### config.mk
export PLATFORM = sky130hd
export DESIGN_NAME = input_handler
export DESIGN_NICKNAME = d
export VERILOG_FILES = /design/src/rtl/calc_pkg.sv /design/src/rtl/button_conditioner.sv /design/src/rtl/input_handler.sv
export SDC_FILE = /design/constraint.sdc
export NUM_CORES = 1
export LEC_CHECK = 0
export ABC_AREA = 1
export CAP_MARGIN = 10
export CORE_MARGIN = 2
export CORE_UTILIZATION = 53
export CTS_BUF_LIST = sky130_fd_sc_hd__clkbuf_8 sky130_fd_sc_hd__clkbuf_16
export DETAILED_ROUTE_END_ITERATION = 8
export MAX_ROUTING_LAYER = met4
export PLACE_DENSITY_LB_ADDON = 0.2
export SYNTH_ARGS = -nofsm -noshare
export SYNTH_HDL_FRONTEND = slang
export SYNTH_HIERARCHICAL = 1
export SYNTH_SLANG_ARGS = --single-unit
### constraint.sdc
create_clock -name clk -period 1.2 [get_ports clk]
set_input_delay 0.12 -clock clk [delete_from_list [all_inputs] [get_ports clk]]
set_output_delay 0.12 -clock clk [all_outputs]
set_load 0.05 [all_outputs]
### src/rtl/calc_pkg.sv
// Shared constants and types for the calculator front-end.
package calc_pkg;

    localparam int unsigned OPERAND_W = 4;

    typedef enum logic [1:0] {
        WAIT_OP1 = 2'd0,
        WAIT_OP2 = 2'd1,
        DONE     = 2'd2
    } entry_state_t;

endpackage

### src/rtl/button_conditioner.sv
// Raw button to single press pulse: 2-FF synchroniser, debounce counter, rising-edge detect.
module button_conditioner #(
    parameter int unsigned DEBOUNCE_CYCLES = 250000
) (
    input  logic clk,
    input  logic rst_n,
    input  logic raw,
    output logic press_pulse
);

    localparam int unsigned CNT_W = (DEBOUNCE_CYCLES > 1) ? $clog2(DEBOUNCE_CYCLES) : 1;
    localparam logic [CNT_W-1:0] CNT_LAST = CNT_W'(DEBOUNCE_CYCLES - 1);

    logic             sync1_q;
    logic             sync2_q;
    logic             level_q, level_d;
    logic             pulse_q, pulse_d;
    logic [CNT_W-1:0] cnt_q, cnt_d;

    // Accept a new level after DEBOUNCE_CYCLES consecutive differing samples; pulse on accepted rise.
    always_comb begin
        level_d = level_q;
        cnt_d   = '0;
        pulse_d = 1'b0;
        if (sync2_q != level_q) begin
            if (cnt_q == CNT_LAST) begin
                level_d = sync2_q;
                pulse_d = sync2_q;
            end else begin
                cnt_d = cnt_q + CNT_W'(1);
            end
        end
    end

    always_ff @(posedge clk or negedge rst_n) begin
        if (!rst_n) begin
            sync1_q <= 1'b0;
            sync2_q <= 1'b0;
            level_q <= 1'b0;
            pulse_q <= 1'b0;
            cnt_q   <= '0;
        end else begin
            sync1_q <= raw;
            sync2_q <= sync1_q;
            level_q <= level_d;
            pulse_q <= pulse_d;
            cnt_q   <= cnt_d;
        end
    end

    assign press_pulse = pulse_q;

endmodule

### src/rtl/input_handler.sv
// Calculator front-end: conditions board inputs and captures two operands in sequence.
module input_handler
    import calc_pkg::*;
#(
    parameter int unsigned OPERAND_W       = calc_pkg::OPERAND_W,
    parameter int unsigned DEBOUNCE_CYCLES = 250000
) (
    input  logic                 clk,
    input  logic                 rst_n,
    input  logic [OPERAND_W-1:0] sw,
    input  logic                 sw4,
    input  logic                 BTNL,
    input  logic                 BTNU,
    output logic [OPERAND_W-1:0] operand1,
    output logic [OPERAND_W-1:0] operand2,
    output logic                 confirmed_operand1,
    output logic                 confirmed_operand2,
    output logic                 reset
);

    logic [OPERAND_W-1:0] sw_meta_q, sw_sync_q;
    logic                 sw4_meta_q, sw4_sync_q;
    logic                 clear_pulse;
    logic                 confirm_pulse;

    entry_state_t         state_q, state_d;
    logic [OPERAND_W-1:0] op1_q, op1_d;
    logic [OPERAND_W-1:0] op2_q, op2_d;
    logic                 conf1_q, conf1_d;
    logic                 conf2_q, conf2_d;
    logic                 reset_q, reset_d;

    button_conditioner #(
        .DEBOUNCE_CYCLES(DEBOUNCE_CYCLES)
    ) u_clear (
        .clk        (clk),
        .rst_n      (rst_n),
        .raw        (BTNL),
        .press_pulse(clear_pulse)
    );

    button_conditioner #(
        .DEBOUNCE_CYCLES(DEBOUNCE_CYCLES)
    ) u_confirm (
        .clk        (clk),
        .rst_n      (rst_n),
        .raw        (BTNU),
        .press_pulse(confirm_pulse)
    );

    always_ff @(posedge clk or negedge rst_n) begin
        if (!rst_n) begin
            sw_meta_q  <= '0;
            sw_sync_q  <= '0;
            sw4_meta_q <= 1'b0;
            sw4_sync_q <= 1'b0;
        end else begin
            sw_meta_q  <= sw;
            sw_sync_q  <= sw_meta_q;
            sw4_meta_q <= sw4;
            sw4_sync_q <= sw4_meta_q;
        end
    end

    // Clear has priority over confirm; the lock switch masks confirm in every state.
    always_comb begin
        state_d = state_q;
        op1_d   = op1_q;
        op2_d   = op2_q;
        conf1_d = conf1_q;
        conf2_d = conf2_q;
        reset_d = 1'b0;
        if (clear_pulse) begin
            state_d = WAIT_OP1;
            op1_d   = '0;
            op2_d   = '0;
            conf1_d = 1'b0;
            conf2_d = 1'b0;
            reset_d = 1'b1;
        end else if (confirm_pulse && !sw4_sync_q) begin
            case (state_q)
                WAIT_OP1: begin
                    op1_d   = sw_sync_q;
                    conf1_d = 1'b1;
                    state_d = WAIT_OP2;
                end
                WAIT_OP2: begin
                    op2_d   = sw_sync_q;
                    conf2_d = 1'b1;
                    state_d = DONE;
                end
                default: begin
                    state_d = state_q;
                end
            endcase
        end
    end

    always_ff @(posedge clk or negedge rst_n) begin
        if (!rst_n) begin
            state_q <= WAIT_OP1;
            op1_q   <= '0;
            op2_q   <= '0;
            conf1_q <= 1'b0;
            conf2_q <= 1'b0;
            reset_q <= 1'b0;
        end else begin
            state_q <= state_d;
            op1_q   <= op1_d;
            op2_q   <= op2_d;
            conf1_q <= conf1_d;
            conf2_q <= conf2_d;
            reset_q <= reset_d;
        end
    end

    assign operand1           = op1_q;
    assign operand2           = op2_q;
    assign confirmed_operand1 = conf1_q;
    assign confirmed_operand2 = conf2_q;
    assign reset              = reset_q;

endmodule

* Word level (Yosys, flattened, before mapping)
Index checks and enable logic that the tools add are counted.
** Word-level totals
- Flip-flop bits (word level) :: 67
- Input bits :: 9
- Output and inout bits :: 11
** Operators by class
- Add/subtract/negate cells :: 2
- Equality and inequality tests :: 5
- Multiplexer cells :: 24
- Reductions and logical operators :: 12
** Operators with widths (number)
- $mux W18 :: 4
- $add A18 B1 Y18 const B :: 2
- $eq A18 B18 Y1 const B :: 2
- $mux W4 :: 6
- $mux W1 :: 11
- $reduce_and A2 Y1 :: 5
- $reduce_bool A2 Y1 :: 3
- $mux W2 :: 2
- $pmux W2 S2 :: 1
- $reduce_bool A3 Y1 :: 1
- $eq A2 B1 Y1 const B :: 1
- $logic_not A2 Y1 :: 1
- $ne A1 B1 Y1 :: 2
- $logic_and A1 B1 Y1 :: 1
- $logic_not A1 Y1 :: 1

* Longest topological paths before layout
Gate-level depths: netlist of run 1.
- Depth in word-level cells :: 4
- Depth in mapped cells :: 9

* Hierarchy
Netlist of run 1, hierarchy kept.
** Modules (own cells, without submodules)
- button_conditioner :: times used 2, cells each 138, area each 1132.3 µm², seq. area each 550.5 µm²
- input_handler :: times used 1, cells each 78, area each 832.0 µm², seq. area each 575.6 µm²

* Worst setup path after synthesis of run 1
OpenSTA, ideal clock, no wires.
- Kind :: register to register
- From :: reg u_clear.cnt_q[0]
- To :: reg u_clear.cnt_q[10]
- Library setup time :: 122 ps
- Arrival time :: 1116 ps
- Path slack :: -38 ps
- Stages on the path, launching flop included :: 10
- Buffers on the path :: 0
- Path through :: dfrtp_1 ha_1 nand3_2 inv_2 nand2_2 inv_1 nand3_1 nand2_1 nand2_1 nor2_1
** On the way
- Cells in the longest elaborated chain, start to end :: 3
- Elaborated cells between the ends (all ways) :: 4
- Classes of those cells :: 1 x add/sub; 1 x eq/ne; 2 x mux
** Ends and longest elaborated chain
- start: declaration :: line button_conditioner.sv:18 : logic [CNT_W-1:0] cnt_q, cnt_d;
- start signal: assignment :: line button_conditioner.sv:47 : cnt_q <= cnt_d;
- $add A18 B1 Y18 or $eq A18 B18 Y1 (tied branches) :: line button_conditioner.sv:30, button_conditioner.sv:26
- $mux W18 (*) :: line button_conditioner.sv:26 : if (cnt_q == CNT_LAST) begin
- $mux W18 (*) :: line button_conditioner.sv:25 : if (sync2_q != level_q) begin
- via u_clear.cnt_d[10] :: line button_conditioner.sv:18
Mark *: on every way through the listed nets, which the timed path passes. The rest lies on a longest branch.
A chain may end at the register's enable or synchronous reset.

* Final worst setup path of run 1
- From :: reg u_clear.cnt_q[0]
- To :: reg u_clear.cnt_q[8]
Same word-level chain as after synthesis.

==> results.tsv, run 1 <==
metric	value	unit
outcome	finished with violations	
violations	setup timing	
final_hold_viol_count	0	
clock_latency	0.36	ns
design.core.area	0.00557	mm²
cp_data_arrival_time	1.74	ns
netlist_instances	354	
final_util	84.4	%
port_buffers	19	
avgRoutedWirePerCell	18.0	µm
drv_cap	0	
clk_path_buf_depth	2	
grt_pass1_wl	12.4	mm
yosys.area.top_type	dfrtp_1	
drtIter0Drc	258	
multi_input_area	0.00175	mm²
hpwl	4.56	mm
p_leak	2.16	nW
slowest_stage	dfrtp_1	
yosys_warnings	6	
post-place-ws	-0.113	ns
critPathBufInv	2	
htree_num_levels	3	
critPathKind	reg2reg	
cellPowerDensity	973	mW/mm²
antenna_left	0	
slew_headroom	75.2	%
skew	0.0120	ns
period_needed	1.47	ns
syn_nets	365	
dieArea	0.00647	mm²
wl	9.44	mm
setup_viol	42	
drive_gt1_share	46.8	%
cp-end-kind	flop	
route.detailed.drc	0	
critPathLaunchType	flop	
mostFrequentLayoutCell	dfrtp_1	
max_freq	681	MHz
max_stage_delay	0.43	ns
clockRootBuffer	clkbuf_8	
final_cell_mix	63 x dfrtp_1, 59 x nand2_1, 55 x buf_4, 35 x nor2_1, 31 x inv_1	
dr.pass1.iters	6	
gp_congestion	0.844	
viasPerCell	5.49	
initial_utilization	55.6	%
post_synth_num_cell_types	24	
grt_pass1_vias	2716	
hold_class	in2reg	
cts.clk_slew.worst_paths	0.09	ns
io_pins	20	
path_cells	ha_4 -> nand3_4 -> inv_4 -> nand2_8 -> buf_6 -> xor2_2 -> nor2_1	
synth_area	0.00310	mm²
place_area	0.00388	mm²
antenna_found_initial	0	
grt_overflow	0	
nFillCells	267	
cts_inserted_buffers	9	
vdd_ir_drop_max	709	µV
synth_top_cell_area_share	54.1	%
worst_slack	-0.268	ns
grt_max_degree	68	
syn_area_per_cell	8.75	µm²
cts_tree	done	
period_share	122	%
vias	2880	
worstPathRequired	1.47	ns
slew_viol_final	0	
ys_seq_area_share	54.1	%
ys_ff_latch	67	
num_antenna_cells	0	
cts.sinks	67	
die_x	80.4	µm
final.setup.tns	-5.58	ns
rsz0062_at_grt	true	
worstMarginPinSlew	0.372	ns
syn_to_final_growth	52.0	%
fp-row-count	27	
power	4.58	mW
fp.dieH	80.4	µm
fin_area	0.00471	mm²
crit_fanout	5	
grtUsageTotal	25.9	%
layout.nets	459	
cp_top_family	flip-flops	
synth_area_leaders	dfrtp_1 54%, nand2_1 9.0%, nor2_1 7.8%	
seqCellArea	0.00168	mm²
cell families after synthesis:
group	Yosys count	synth area share [%]
and+or+nand+nor	211	31.9
adders and majority gates	2	0.808
DFF	67	54.1
buffers and inverters	43	5.54
AOI/OAI and AO/OA	13	2.55
xor gates and xnor gates	18	5.09
report_power, final:
| part | total, mW | switching [mW] | internal, mW |
|---|---|---|---|
| clock network | 1.99 | 1.01 | 0.974 |
| registers | 2.33 | 0.0365 | 2.30 |
| logic | 0.259 | 0.149 | 0.111 |
| total | 4.58 | 1.20 | 3.38 |
sequential cells by signal, indices dropped and copies added (netlist names):
| signal | cells |
|---|---|
| sw4_meta_q | 1 |
| u_clear/level_q | 1 |
| sw_meta_q | 4 |
| confirmed_operand2 | 1 |
| confirmed_operand1 | 1 |
| u_confirm/level_q | 1 |
| operand2 | 4 |
| u_confirm/sync2_q | 1 |
| operand1 | 4 |
| sw_sync_q | 4 |
| u_confirm/sync1_q | 1 |
| u_clear/cnt_q | 18 |
| reset | 1 |
| u_clear/sync1_q | 1 |
| sw4_sync_q | 1 |
| u_confirm/press_pulse | 1 |
| u_clear/press_pulse | 1 |
| state_q | 2 |
| u_clear/sync2_q | 1 |
| u_confirm/cnt_q | 18 |
cell usage after synthesis:
cell      instances
xor2_1           10
nor2_4            6
o21ai_4           1
nand2_2          15
nor3_1            6
xnor2_1           8
inv_2             7
nand2_4           2
nor2_2            6
a31oi_1           2
nand2_1          74
nand3b_1          2
nand4_1           6
a21oi_1           8
buf_6             1
inv_1            33
nor3b_1           2
nand3_2           2
ha_1              2
buf_2             2
o21ai_0           2
nand3_1          26
nor2_1           64
dfrtp_1          67
final timing paths:
kind / from / to / slack (ns) / depth (start not counted)
setup / recovery: u_clear/cnt_q[0] / u_clear/cnt_q[8] / -0.27 / 7
setup reg to reg: u_clear/cnt_q[0] / u_clear/cnt_q[8] / -0.27 / 7
hold reg to reg: u_confirm/sync1_q / u_confirm/sync2_q / 0.36 / 0
max in group asynchronous: rst_n / u_confirm/cnt_q[3] / 0.57 / 3
min in group asynchronous: rst_n / operand1[3] / 0.29 / 3
hold / removal: sw[3] / sw_meta_q[3] / 0.19 / 1
through the flow:
| stage | hold WS, ns | instances |
|---|---|---|
| 3_5_place_dp | 0.165 | 490 |
| 6_report | 0.191 | 525 |
| 5_1_grt | 0.197 | 525 |
| 3_3_place_gp | 0.166 | 490 |
| 4_1_cts | 0.193 | 513 |
| 2_1_floorplan | -0.176 | 354 |
area by class of cell:
| type | count | share of cell area (%) |
|---|---|---|
| Clock buffer | 9 | 2.63 |
| Clock inverter | 7 | 1.62 |
| Inverter | 40 | 3.35 |
| Multi-Input combinational cell | 246 | 37.1 |
| Sequential cell | 67 | 35.7 |
| Tap cell | 72 | 1.91 |
| Timing Repair Buffer | 84 | 17.6 |
metal layers:
metal  share of wire (%)  wire length [µm]  vias up  global-route usage [%]
met1                  39              3710     1422                    29.6
met4                 4.3               408        0                    10.5
met3                 4.4               411       49                    5.06
met2                  52              4910      118                    44.7
met5                   0                 0        -                       -
li1                    -                 -     1291                       -
repair_timing:
action                                  4_1_cts  5_1_grt
resized for setup                            29       89
endpoints found under the setup margin       31       41
cloned                                        2        0
hold buffers                                  1        0
pin swaps                                    11       28
endpoints found under the hold margin        67        0
setup buffers                                 5       15
(Power assumes the default switching activity.)
==> run 2: changes to the inputs <==
--- a/config.mk
+++ b/config.mk
@@ -8,7 +8,7 @@
 export ABC_AREA = 1
 export CAP_MARGIN = 10
 export CORE_MARGIN = 2
-export CORE_UTILIZATION = 53
+export CORE_UTILIZATION = 50
 export CTS_BUF_LIST = sky130_fd_sc_hd__clkbuf_8 sky130_fd_sc_hd__clkbuf_16
 export DETAILED_ROUTE_END_ITERATION = 8
 export MAX_ROUTING_LAYER = met4
==> run 2 against run 1 <==
The run still ends with setup timing left. Non-clock buffer count fell by 9. Via count fell by 7.8%. Sequential share of layout area rose by 2.6 points. Highest routed layer unchanged. Worst hold slack improved by 0.020 ns. Die area rose by 5.7%. Worst setup slack improved by 0.057 ns. Register-to-register slack improved by 0.06 ns. Critical path type unchanged. Critical endpoint is now u_confirm/press_pulse.
==> results.tsv, run 2 (synthesized netlist as in run 1, its figures left out) <==
metric	value	unit	change
fin_area	0.00439	mm²	-6.7%
layout.nets	450		-2.0%
setup_viol	38		-9.5%
antenna_left	0		unchanged
initial_utilization	52.0	%	-3.6 points
max_freq	709	MHz	+4.0%
period_needed	1.41	ns	-0.0566 ns
rsz0062_at_grt	true		
place_area	0.00382	mm²	-1.6%
vdd_ir_drop_max	989	µV	+40%
power	4.42	mW	-3.5%
drtIter0Drc	167		-35%
critPathKind	reg2reg		
clk_path_buf_depth	2		unchanged
final_hold_viol_count	0		unchanged
syn_to_final_growth	41.7	%	
htree_num_levels	3		unchanged
grt_overflow	0		unchanged
outcome	finished with violations		
slew_headroom	76.4	%	+1.2 points
grt_max_degree	68		unchanged
grt_pass1_vias	2380		-12%
grt_pass1_wl	11.3	mm	-8.9%
final_cell_mix	67 x nand2_1, 62 x dfrtp_1, 48 x nor2_1, 45 x buf_4, 31 x inv_1		
skew	0.0106	ns	-0.00138 ns
io_pins	20		unchanged
max_stage_delay	0.43	ns	about the same
worstMarginPinSlew	0.351	ns	-0.0208 ns
cp_top_family	simple AND/OR/NAND/NOR gates		
clock_latency	0.35	ns	about the same
die_x	82.7	µm	+2.8%
fp.dieH	82.7	µm	+2.8%
hold_class	in2reg		
mostFrequentLayoutCell	nand2_1		
drive_gt1_share	38.1	%	-8.7 points
dr.pass1.iters	4		-2
critPathBufInv	1		-1
cts.sinks	67		unchanged
cellPowerDensity	1010	mW/mm²	+3.5%
path_cells	nor2_2 -> nand3_2 -> buf_4 -> nor3_1 -> nand3b_1 -> nor2_1		
antenna_found_initial	0		unchanged
route.detailed.drc	0		unchanged
dieArea	0.00684	mm²	+5.7%
cts_inserted_buffers	9		unchanged
violations	setup timing		
crit_fanout	4		-1
fp-row-count	28		+3.7%
period_share	118	%	-4.7 points
cp-end-kind	flop		
p_leak	2.10	nW	-2.8%
worstPathRequired	1.48	ns	about the same
cts.clk_slew.worst_paths	0.08	ns	about the same
hold_depth	1		unchanged
drv_cap	0		unchanged
design.core.area	0.00596	mm²	+6.8%
cts_tree	done		
slowest_stage	dfrtp_1		
clockRootBuffer	clkbuf_8		
gp_congestion	0.838		-0.70%
grtUsageTotal	23.2	%	-2.7 points
reg2reg_depth	6		-1
hpwl	4.30	mm	-5.6%
reg.largest.list	u_clear/cnt_q x18, u_confirm/cnt_q x18		
wl	7.61	mm	-19%
port_buffers	19		unchanged
cp_data_arrival_time	1.69	ns	-0.05 ns
worst_slack	-0.211	ns	+0.0566 ns
num_antenna_cells	0		unchanged
vias	2655		-7.8%
critPathLaunchType	flop		
viasPerCell	5.12		-6.7%
cp.depth	6		-1
avgRoutedWirePerCell	14.7	µm	-18%
slew_viol_final	0		unchanged
-- run 2: worst register-to-register path: stages, from the launching register on --
cell and delay [ns]:
dfrtp_1 0.43, nor2_2 0.15, nand3_2 0.13, buf_4 0.18, nor3_1 0.20, nand3b_1 0.14
nor2_1 0.13
-- run 2: path summary, 6_finish.rpt --
check | end | startpoint | slack [ns]
setup / recovery | u_confirm/press_pulse | u_confirm/cnt_q[6] | -0.21
hold / removal | u_clear/sync1_q | BTNL | 0.21
setup reg to reg | u_confirm/press_pulse | u_confirm/cnt_q[6] | -0.21
hold reg to reg | sw_sync_q[1] | sw_meta_q[1] | 0.35
max in group asynchronous | u_clear/cnt_q[10] | rst_n | 0.58
min in group asynchronous | u_confirm/cnt_q[3] | rst_n | 0.30
-- run 2: final cells by class --
type,instances,area (µm²)
clock buffers,10,138
clock inverters,6,55.1
fillers,382,1570
inverters,40,155
multi-input cells,246,1500
flip-flops and latches,67,1680
well taps,75,93.8
repair buffers,75,764
-- run 2: routing by layer --
metal	global-route usage (%)	routed length [µm]	part of all wire (%)
met2	36.8	3850	51
met1	29.3	3240	43
met3	5.65	346	4.5
met4	7.70	171	2.2
met5	-	0	0
-- run 2: where the power goes --
| group | switching [mW] | total, mW | internal, mW | leakage [nW] |
|---|---|---|---|---|
| Sequential | 0.0362 | 2.33 | 2.30 | 0.890 |
| Combinational | 0.133 | 0.238 | 0.105 | 1.10 |
| Clock | 0.849 | 1.85 | 0.997 | 0.106 |
| Total | 1.02 | 4.42 | 3.40 | 2.10 |
-- run 2: what timing repair did --
action	4_1_cts	5_1_grt
setup buffers	15	3
endpoints found under the setup margin	33	38
hold endpoints to repair	67	0
gates cloned	1	1
pin swaps	21	16
hold buffers	1	0
gates resized for setup	38	30
-- run 2: through the flow --
stage	hold WS (ns)	worst slack, ns	std cells	TNS, ns	utilization [%]
floorplan	-0.176	0.00634	354	0	-
global route	0.197	-0.284	519	-6.37	73.7
detailed placement	0.165	-0.107	484	-2.46	64.1
global placement	0.160	-0.0636	484	-1.03	64.1
CTS	0.201	-0.0942	517	-1.38	71.8
finish	0.211	-0.211	519	-4.18	73.7
==> run 3: changes to the inputs <==
--- a/config.mk
+++ b/config.mk
@@ -11,6 +11,7 @@
 export CORE_UTILIZATION = 50
 export CTS_BUF_LIST = sky130_fd_sc_hd__clkbuf_8 sky130_fd_sc_hd__clkbuf_16
 export DETAILED_ROUTE_END_ITERATION = 8
+export GPL_TIMING_DRIVEN = 0
 export MAX_ROUTING_LAYER = met4
 export PLACE_DENSITY_LB_ADDON = 0.2
 export SYNTH_ARGS = -nofsm -noshare
==> run 3 against run 2 <==
The flow still finishes with violations (setup timing). Sequential cell count unchanged. Clock-buffer cell count shrank 1. Clock power is 8% higher. Critical path depth up 3. Fmax grew 3.2%. Die area stayed put. Global-route usage fell by 2.3 points. Wire length decreased by 10%. Non-clock buffer count fell by 26. Register-to-register slack improved by 0.04 ns. Combinational power about the same. First-iteration DRC count increased by 9.6%. Critical endpoint is now u_confirm/cnt_q[14]. Highest routed layer unchanged.
==> results.tsv, run 3 (synthesized netlist as in run 1, its figures left out) <==
metric	value	unit	change
outcome	finished with violations		
violations	setup timing		
reg.largest.list	u_clear/cnt_q x18, u_confirm/cnt_q x18		
die_x	82.7	µm	unchanged
initial_utilization	52.0	%	unchanged
cp-startpoint	u_confirm/cnt_q[1]		
critPathKind	reg2reg		
seqPwrFrac	51.1	%	-1.7 points
vdd_ir_drop_max	699	µV	-29%
dp_cells	448		-7.4%
p_int	3.55	mW	+4.5%
worstHoldStart	sw[1]		
p_clk_share	43.7	%	+1.9 points
mostFrequentLayoutCell	nand2_1		
final.setup.tns	-3.36	ns	+0.814 ns
r2r_start	u_confirm/cnt_q[1]		
htree_num_levels	3		unchanged
viasPerCell	5.09		-0.48%
critPathLaunchType	flop		
rsz0062_at_grt	true		
period_share	114	%	-3.7 points
num_antenna_cells	0		unchanged
place_area	0.00343	mm²	-10%
drtIter0Drc	183		+9.6%
grtUsageTotal	20.9	%	-2.3 points
cp_data_arrival_time	1.64	ns	-0.05 ns
p_sw	1.02	mW	+0.34%
period_needed	1.37	ns	-0.0441 ns
clock_latency	0.35	ns	about the same
cts.clk_slew.worst_paths	0.08	ns	about the same
r2r_setup_slack	-0.17	ns	+0.04 ns
crit_fanout	5		+1
wl	6.84	mm	-10%
cts_inserted_buffers	9		unchanged
port_buffers	19		unchanged
switching_share	22.4	%	-0.71 points
avgRoutedWirePerCell	13.9	µm	-5.4%
power	4.57	mW	+3.5%
cp-end-kind	flop		
setup_viol	35		-7.9%
whs	0.211	ns	-0.000374 ns
r2r-end	u_confirm/cnt_q[14]		
grt_pass1_vias	2354		-1.1%
worst_slack	-0.167	ns	+0.0441 ns
layout.nets	424		-5.8%
cts_tree	done		
dieArea	0.00684	mm²	unchanged
io_pins	20		unchanged
grt_pass1_wl	10.4	mm	-7.8%
p_leak	1.93	nW	-8.3%
slew_headroom	60.1	%	-16 points
worstMarginPinSlew	0.598	ns	+0.247 ns
final_hold_viol_count	0		unchanged
endpoint	u_confirm/cnt_q[14]		
vias	2510		-5.5%
clk_path_buf_depth	2		unchanged
grt_max_degree	68		unchanged
route.detailed.drc	0		unchanged
skew	0.0119	ns	+0.00126 ns
antenna_left	0		unchanged
syn_to_final_growth	36.7	%	
fin_area	0.00423	mm²	-3.5%
slew_viol_final	0		unchanged
cts.sinks	67		unchanged
antenna_found_initial	0		unchanged
gp_congestion	0.817		-2.5%
clockRootBuffer	clkbuf_8		
final_cells	493		-5.0%
p_comb_share	5.2	%	-0.2 points
drive_gt1_share	40.4	%	+2.4 points
hold_class	in2reg		
fp.dieH	82.7	µm	unchanged
cellPowerDensity	1080	mW/mm²	+7.3%
fp-row-count	28		unchanged
drv_cap	0		unchanged
dr.pass1.iters	5		+1
design.core.area	0.00596	mm²	unchanged
reg2reg_depth	9		+3
max_freq	731	MHz	+3.2%
final_cell_mix	63 x nand2_1, 57 x dfrtp_1, 41 x nor2_1, 32 x inv_1, 20 x buf_4		
grt_overflow	0		unchanged
hpwl	3.82	mm	-11%
worstPathRequired	1.48	ns	about the same
[run 3: cell types whose count changed in the layout (fill, tap and decap cells not counted), sizes merged]
cell | before | now
inv | 40 | 41
clkinv | 5 | 3
clkinvlp | 0 | 1
bufinv | 1 | 2
buf | 67 | 39
clkdlybuf4s15 | 0 | 2
clkbuf | 10 | 9
[run 3: area by class of cell]
cell class              instances  area, µm²
plain buffers                   2       22.5
multi-input cells             246       1670
clock inverters                 7       85.1
clock buffers                   9        124
well taps                      75       93.8
inverters                      40        160
repair buffers                 47        388
flip-flops and latches         67       1690
fillers                       418       1720
[run 3: metrics by stage]
step / util (%) / setup slack (ns)
after floorplan: - / 0.00634
after global placement: 57.6 / -2.20
after detailed placement: 57.6 / -0.214
after CTS: 65.6 / -0.104
after global routing: 71.1 / -0.248
final: 71.1 / -0.167
[run 3: worst min path at each step]
stage / endpoint / depth (start not counted)
floorplan: confirmed_operand1 / 0
global placement: sw_sync_q[1] / 0
detailed placement: sw_sync_q[0] / 1
CTS: sw_meta_q[3] / 1
global route: sw_meta_q[3] / 1
finish: sw_meta_q[1] / 1
[run 3: power by group through the flow]
stage	Sequential [mW]	Combinational, mW	Clock, mW
finish	2.34	0.238	2.00
global route	2.34	0.263	2.14
CTS	2.33	0.196	2.03
detailed placement	2.37	0.150	0
global placement	2.37	0.149	0
floorplan	2.37	0.0615	0
[run 3: per-layer routing]
| metal | vias up | global-route usage (%) | share of wire, % | routed length, µm |
|---|---|---|---|---|
| li1 | 1218 | - | - | - |
| met1 | 1219 | 26.6 | 45 | 3080 |
| met2 | 55 | 31.6 | 49 | 3360 |
| met3 | 18 | 3.91 | 3.5 | 240 |
| met4 | 0 | 11.3 | 2.3 | 157 |
| met5 | - | - | 0 | 0 |
[run 3: worst max-delay path, cell delays in order (launching register included)]
cell and delay [ns]:
dfrtp_1 0.43, ha_4 0.17, nand3_4 0.13, inv_4 0.12
nand2_8 0.08, nor2_4 0.12, nand2_2 0.06, nand2_1 0.05
nand2_1 0.05, nor2_1 0.08
[run 3: what timing repair did]
action / CTS / global route
pin swaps: 15 / 33
hold buffers: 1 / 0
cloned: 2 / 0
hold endpoints to repair: 67 / 0
endpoints found under the setup margin: 44 / 50
gates resized for setup: 84 / 78
buffers inserted: 10 / 18
==> patch 1: new RTL, settings of run 3 <==
Re-encode `entry_state_t` (3 states) as one-hot, 3 bits wide.
--- a/src/rtl/calc_pkg.sv
+++ b/src/rtl/calc_pkg.sv
@@ -3,10 +3,10 @@
 
     localparam int unsigned OPERAND_W = 4;
 
-    typedef enum logic [1:0] {
-        WAIT_OP1 = 2'd0,
-        WAIT_OP2 = 2'd1,
-        DONE     = 2'd2
+    typedef enum logic [2:0] {
+        WAIT_OP1 = 3'b001,
+        WAIT_OP2 = 3'b010,
+        DONE     = 3'b100
     } entry_state_t;
 
 endpackage
Behaviour: no difference found for any inputs over 10 cycles, from zero or initial values and one cycle with rst_n low; not proved beyond that.
==> patch 1 against run 3 <==
The flow still finishes with violations (setup timing); sequential cell count rose by 1; first-iteration DRC count is 43% lower; setup slack improved by 0.035 ns; global-route usage is 0.92 points lower; wire length fell by 2.4%; power up 3.5%; final cell count rose by 1.2%; non-clock buffer count unchanged; design area is 1.2% higher; synthesized area is 1.8% higher; combinational power rose by 3%; sequential share of layout area rose by 0.37 points.
==> patch 1: results (changes against run 3) <==
* Slowest stage delay, CP at 0.41 ns (-0.02 ns)
* R2R setup slack at -0.13 ns (+0.03 ns)
* Net Count, Synth at 372 (+1.9%)
* Slew HR at 60.98% (+0.86 points)
* Final Wtd Congestion at 0.8512 (+4.1%)
* Post-DP Area at 3483 um2 (+1.6%)
* Setup ws final at -0.1322 ns (+0.03485 ns)
* Drt first pass iters at 4 (-1)
* Post-Route WL at 6.674 mm (-2.4%)
* Worst Skew at 0.005417 ns (-0.006470 ns)
* Failing checks: setup timing
* Layout cell share with drive strength beyond 1 at 40.33% (-0.10 points)
* Status: finished with violations
* Top cells by count, synth: 68 x nor2_1, 67 x dfrtp_1, 65 x nand2_1
* Setup total negative slack at -3.114 ns (+0.2496 ns)
* CP arrival at 1.61 ns (-0.03 ns)
* Max FO, Critical Path at 4 (-1)
* Max VDD drop at 0.0006713 V (-4.0%)
* Largest net degree at the start of global routing at 69 (+1.5%)
* Cells on worst reg2reg path at 5 (-4)
* Setup-failing EPs final at 35 (unchanged)
* Placement Setup Slack at -0.2183 ns (-0.004737 ns)
* GRT Util Overall at 19.95% (-0.92 points)
* Wire length of the first global-routing pass at 10.80 mm (+4.0%)
* Post-Synth XOR/XNOR Area at 5.002% (-0.089 points)
[patch 1: cell types whose count changed after synthesis, moves of 2 or more]
cell	delta
nor2_1	+4
nand3_2	+2
nand2_1	-9
nand3_1	+6
inv_1	+2
nand2_4	-2
[patch 1: where the power goes]
part / total (mW) / switching (mW) / internal (mW) / leakage (nW)
Sequential: 2.37 / 0.0359 / 2.33 / 0.880
Clock: 2.12 / 0.853 / 1.27 / 0.111
Combinational: 0.245 / 0.133 / 0.112 / 0.925
[patch 1: final cells by class]
cell class	instances	area, um2
fill	372	1705
clock buffer	11	151.4
tap	75	93.84
multi-input combinational	250	1679
inverter	42	166.4
sequential	68	1725
clock inverter	4	72.57
timing repair buffer	48	385.4
buffer	1	11.26
[patch 1: through the flow]
step | std cells | power [mW] | utilization [%]
floorplan | 361 | 2.463 | -
global placement | 455 | 2.551 | 58.19
detailed placement | 455 | 2.553 | 58.15
CTS | 484 | 4.731 | 65.60
global route | 499 | 4.926 | 71.53
finish | 499 | 4.734 | 71.53
[patch 1: how the worst min path moves through the flow]
| stage | start | end | slack, ns |
|---|---|---|---|
| final | sw[0] | sw_meta_q[0] | 0.21 |
| after global routing | sw[0] | sw_meta_q[0] | 0.19 |
| after CTS | sw[0] | sw_meta_q[0] | 0.20 |
| after detailed placement | rst_n | u_confirm/cnt_q[11] | 0.28 |
| after global placement | sw_meta_q[3] | sw_sync_q[3] | 0.33 |
| after floorplan | rst_n | confirmed_operand1 | -0.18 |
[patch 1: what timing repair did]
action,4_1_cts,5_1_grt
pin swaps,16,41
hold endpoints to repair,67,0
hold buffers,1,0
resized for setup,89,70
endpoints found under the setup margin,44,44
buffers inserted,13,15
cloned,2,0
[patch 1: metal layers]
layer,global-route usage (%),share of wire [%]
met2,29.55,51
met4,9.389,2.4
met5,-,0
met3,5.368,4.0
met1,25.62,43
==> patch 2: new RTL, settings of run 3 <==
Without the edit above. `DEBOUNCE_CYCLES` is set to 250000 in 2 places; all go to 125000.
--- a/src/rtl/button_conditioner.sv
+++ b/src/rtl/button_conditioner.sv
@@ -1,6 +1,6 @@
 // Raw button to single press pulse: 2-FF synchroniser, debounce counter, rising-edge detect.
 module button_conditioner #(
-    parameter int unsigned DEBOUNCE_CYCLES = 250000
+    parameter int unsigned DEBOUNCE_CYCLES = 125000
 ) (
     input  logic clk,
     input  logic rst_n,
--- a/src/rtl/input_handler.sv
+++ b/src/rtl/input_handler.sv
@@ -3,7 +3,7 @@
     import calc_pkg::*;
 #(
     parameter int unsigned OPERAND_W       = calc_pkg::OPERAND_W,
-    parameter int unsigned DEBOUNCE_CYCLES = 250000
+    parameter int unsigned DEBOUNCE_CYCLES = 125000
 ) (
     input  logic                 clk,
     input  logic                 rst_n,
Check against the original RTL: no difference found for any inputs over 10 cycles, from zero or initial values and one cycle with rst_n low; that may be too few to reach the edited logic, so the function may still have changed.
==> patch 2 against run 3 <==
The flow still finishes with violations (setup timing); synthesized area is 1.5% lower; design area is 3.9% lower; count of clock-buffer cells in the layout is 3 higher; synthesized cell count is 5.6% higher; clock skew is 0.0078 ns lower; wire length hardly changed; sequential cell count is 2 lower; power is 6.4% higher; setup slack better by 0.067 ns; critical path type unchanged; largest power group is now clock.
==> patch 2: results (changes against run 3) <==
* Post-Route WL at 6.841 mm (about the same)
* Overall Power at 4.864 mW (+6.4%)
* GR Util met3 at 7.609% (+3.7 points)
* Post-Synthesis Cells at 374 (+5.6%)
* Placed insts at 469 (+4.7%)
* Net Count, Synth at 385 (+5.5%)
* Count of multi-input gates at 262 (+6.5%)
* DP HPWL at 4.277 mm (+12%)
* Wire length of the first global-routing pass at 10.73 mm (+3.3%)
* Status: finished with violations
* Setup total negative slack at -2.049 ns (+1.315 ns)
* Clk_buf instances at 12 (+3)
* Reg power frac at 46.5% (-4.6 points)
* Post-DP Area at 3361 um2 (-2.0%)
* Slowest stage delay, CP at 0.39 ns (-0.04 ns)
* Slew HR at 59.19% (-0.93 points)
* Drt first pass iters at 4 (-1)
* Static Leak at 1.995 nW (+3.6%)
* Setup-failing EPs final at 30 (-14%)
* Synth unique cells at 25 (+4.2%)
* Cell Int Power at 3.883 mW (+9.3%)
* Final cell count without fillers at 505 (+2.4%)
* Routed met2 length at 3.535 mm (+5.3%)
* Met2 Use GR at 35.45% (+3.8 points)
* Largest net degree at the start of global routing at 40 (-41%)
* CP delay by family, top: flip-flops
* Failing checks: setup timing
* Post-synthesis sequential area ratio at 53.30% (-0.84 points)
* Area of the multi-input gates at 1558 um2 (-6.8%)
* Clk tree area frac at 6.460% (+1.5 points)
* Non-clock buffers at 41 (-16%)
* FF+latch area at 1632 um2 (-3.4%)
* GRT Util Overall at 21.95% (+1.1 points)
* Nonclk inv count at 46 (+15%)
* Setup ws final at -0.09990 ns (+0.06717 ns)
* Area contributors post-synth: dfrtp_1 53%, nand2_1 12%, nor2_1 10%
* Die area at 6745 um2 (-1.4%)
* CP arrival at 1.53 ns (-0.11 ns)
* Global routing usage on met1 at 26.09% (-0.47 points)
* Net count, final at 436 (+2.8%)
* FF+latch count at 65 (-3.0%)
* Multi-input combinational area share at 38.30% (-1.2 points)
* Number of global-route vias before repair at 2426 (+3.1%)
* Max VDD drop at 0.001145 V (+64%)
* Max FO, Critical Path at 3 (-2)
* Top cells by count, synth: 96 x nand2_1, 82 x nor2_1, 65 x dfrtp_1
## patch 2: path summary, 6_finish.rpt
path                                          from                  end  slack, ns  cells after the start
min in group asynchronous                    rst_n   u_confirm/cnt_q[7]       0.32                      2
worst min-delay path                         sw[3]         sw_meta_q[3]       0.21                      1
worst max register to register  u_confirm/cnt_q[0]   u_confirm/cnt_q[6]       -0.1                      6
worst min register to register        sw_meta_q[0]         sw_sync_q[0]       0.35                      0
max in group asynchronous                    rst_n  u_clear/press_pulse       0.25                      3
worst max-delay path            u_confirm/cnt_q[0]   u_confirm/cnt_q[6]       -0.1                      6
## patch 2: cell families (layout without fill, tap and decap cells)
logic type / count (synthesis) / count (layout) / share of synthesized area, %
flip-flops: 65 / 65 / 53.30
adder cells (fa/ha/maj): 2 / 2 / 0.8199
AO/OA/AOI/OAI: 13 / 13 / 2.747
AND/OR/NAND/NOR: 235 / 235 / 33.17
buffers and inverters: 47 / 103 / 6.027
XOR/XNOR: 12 / 12 / 3.936
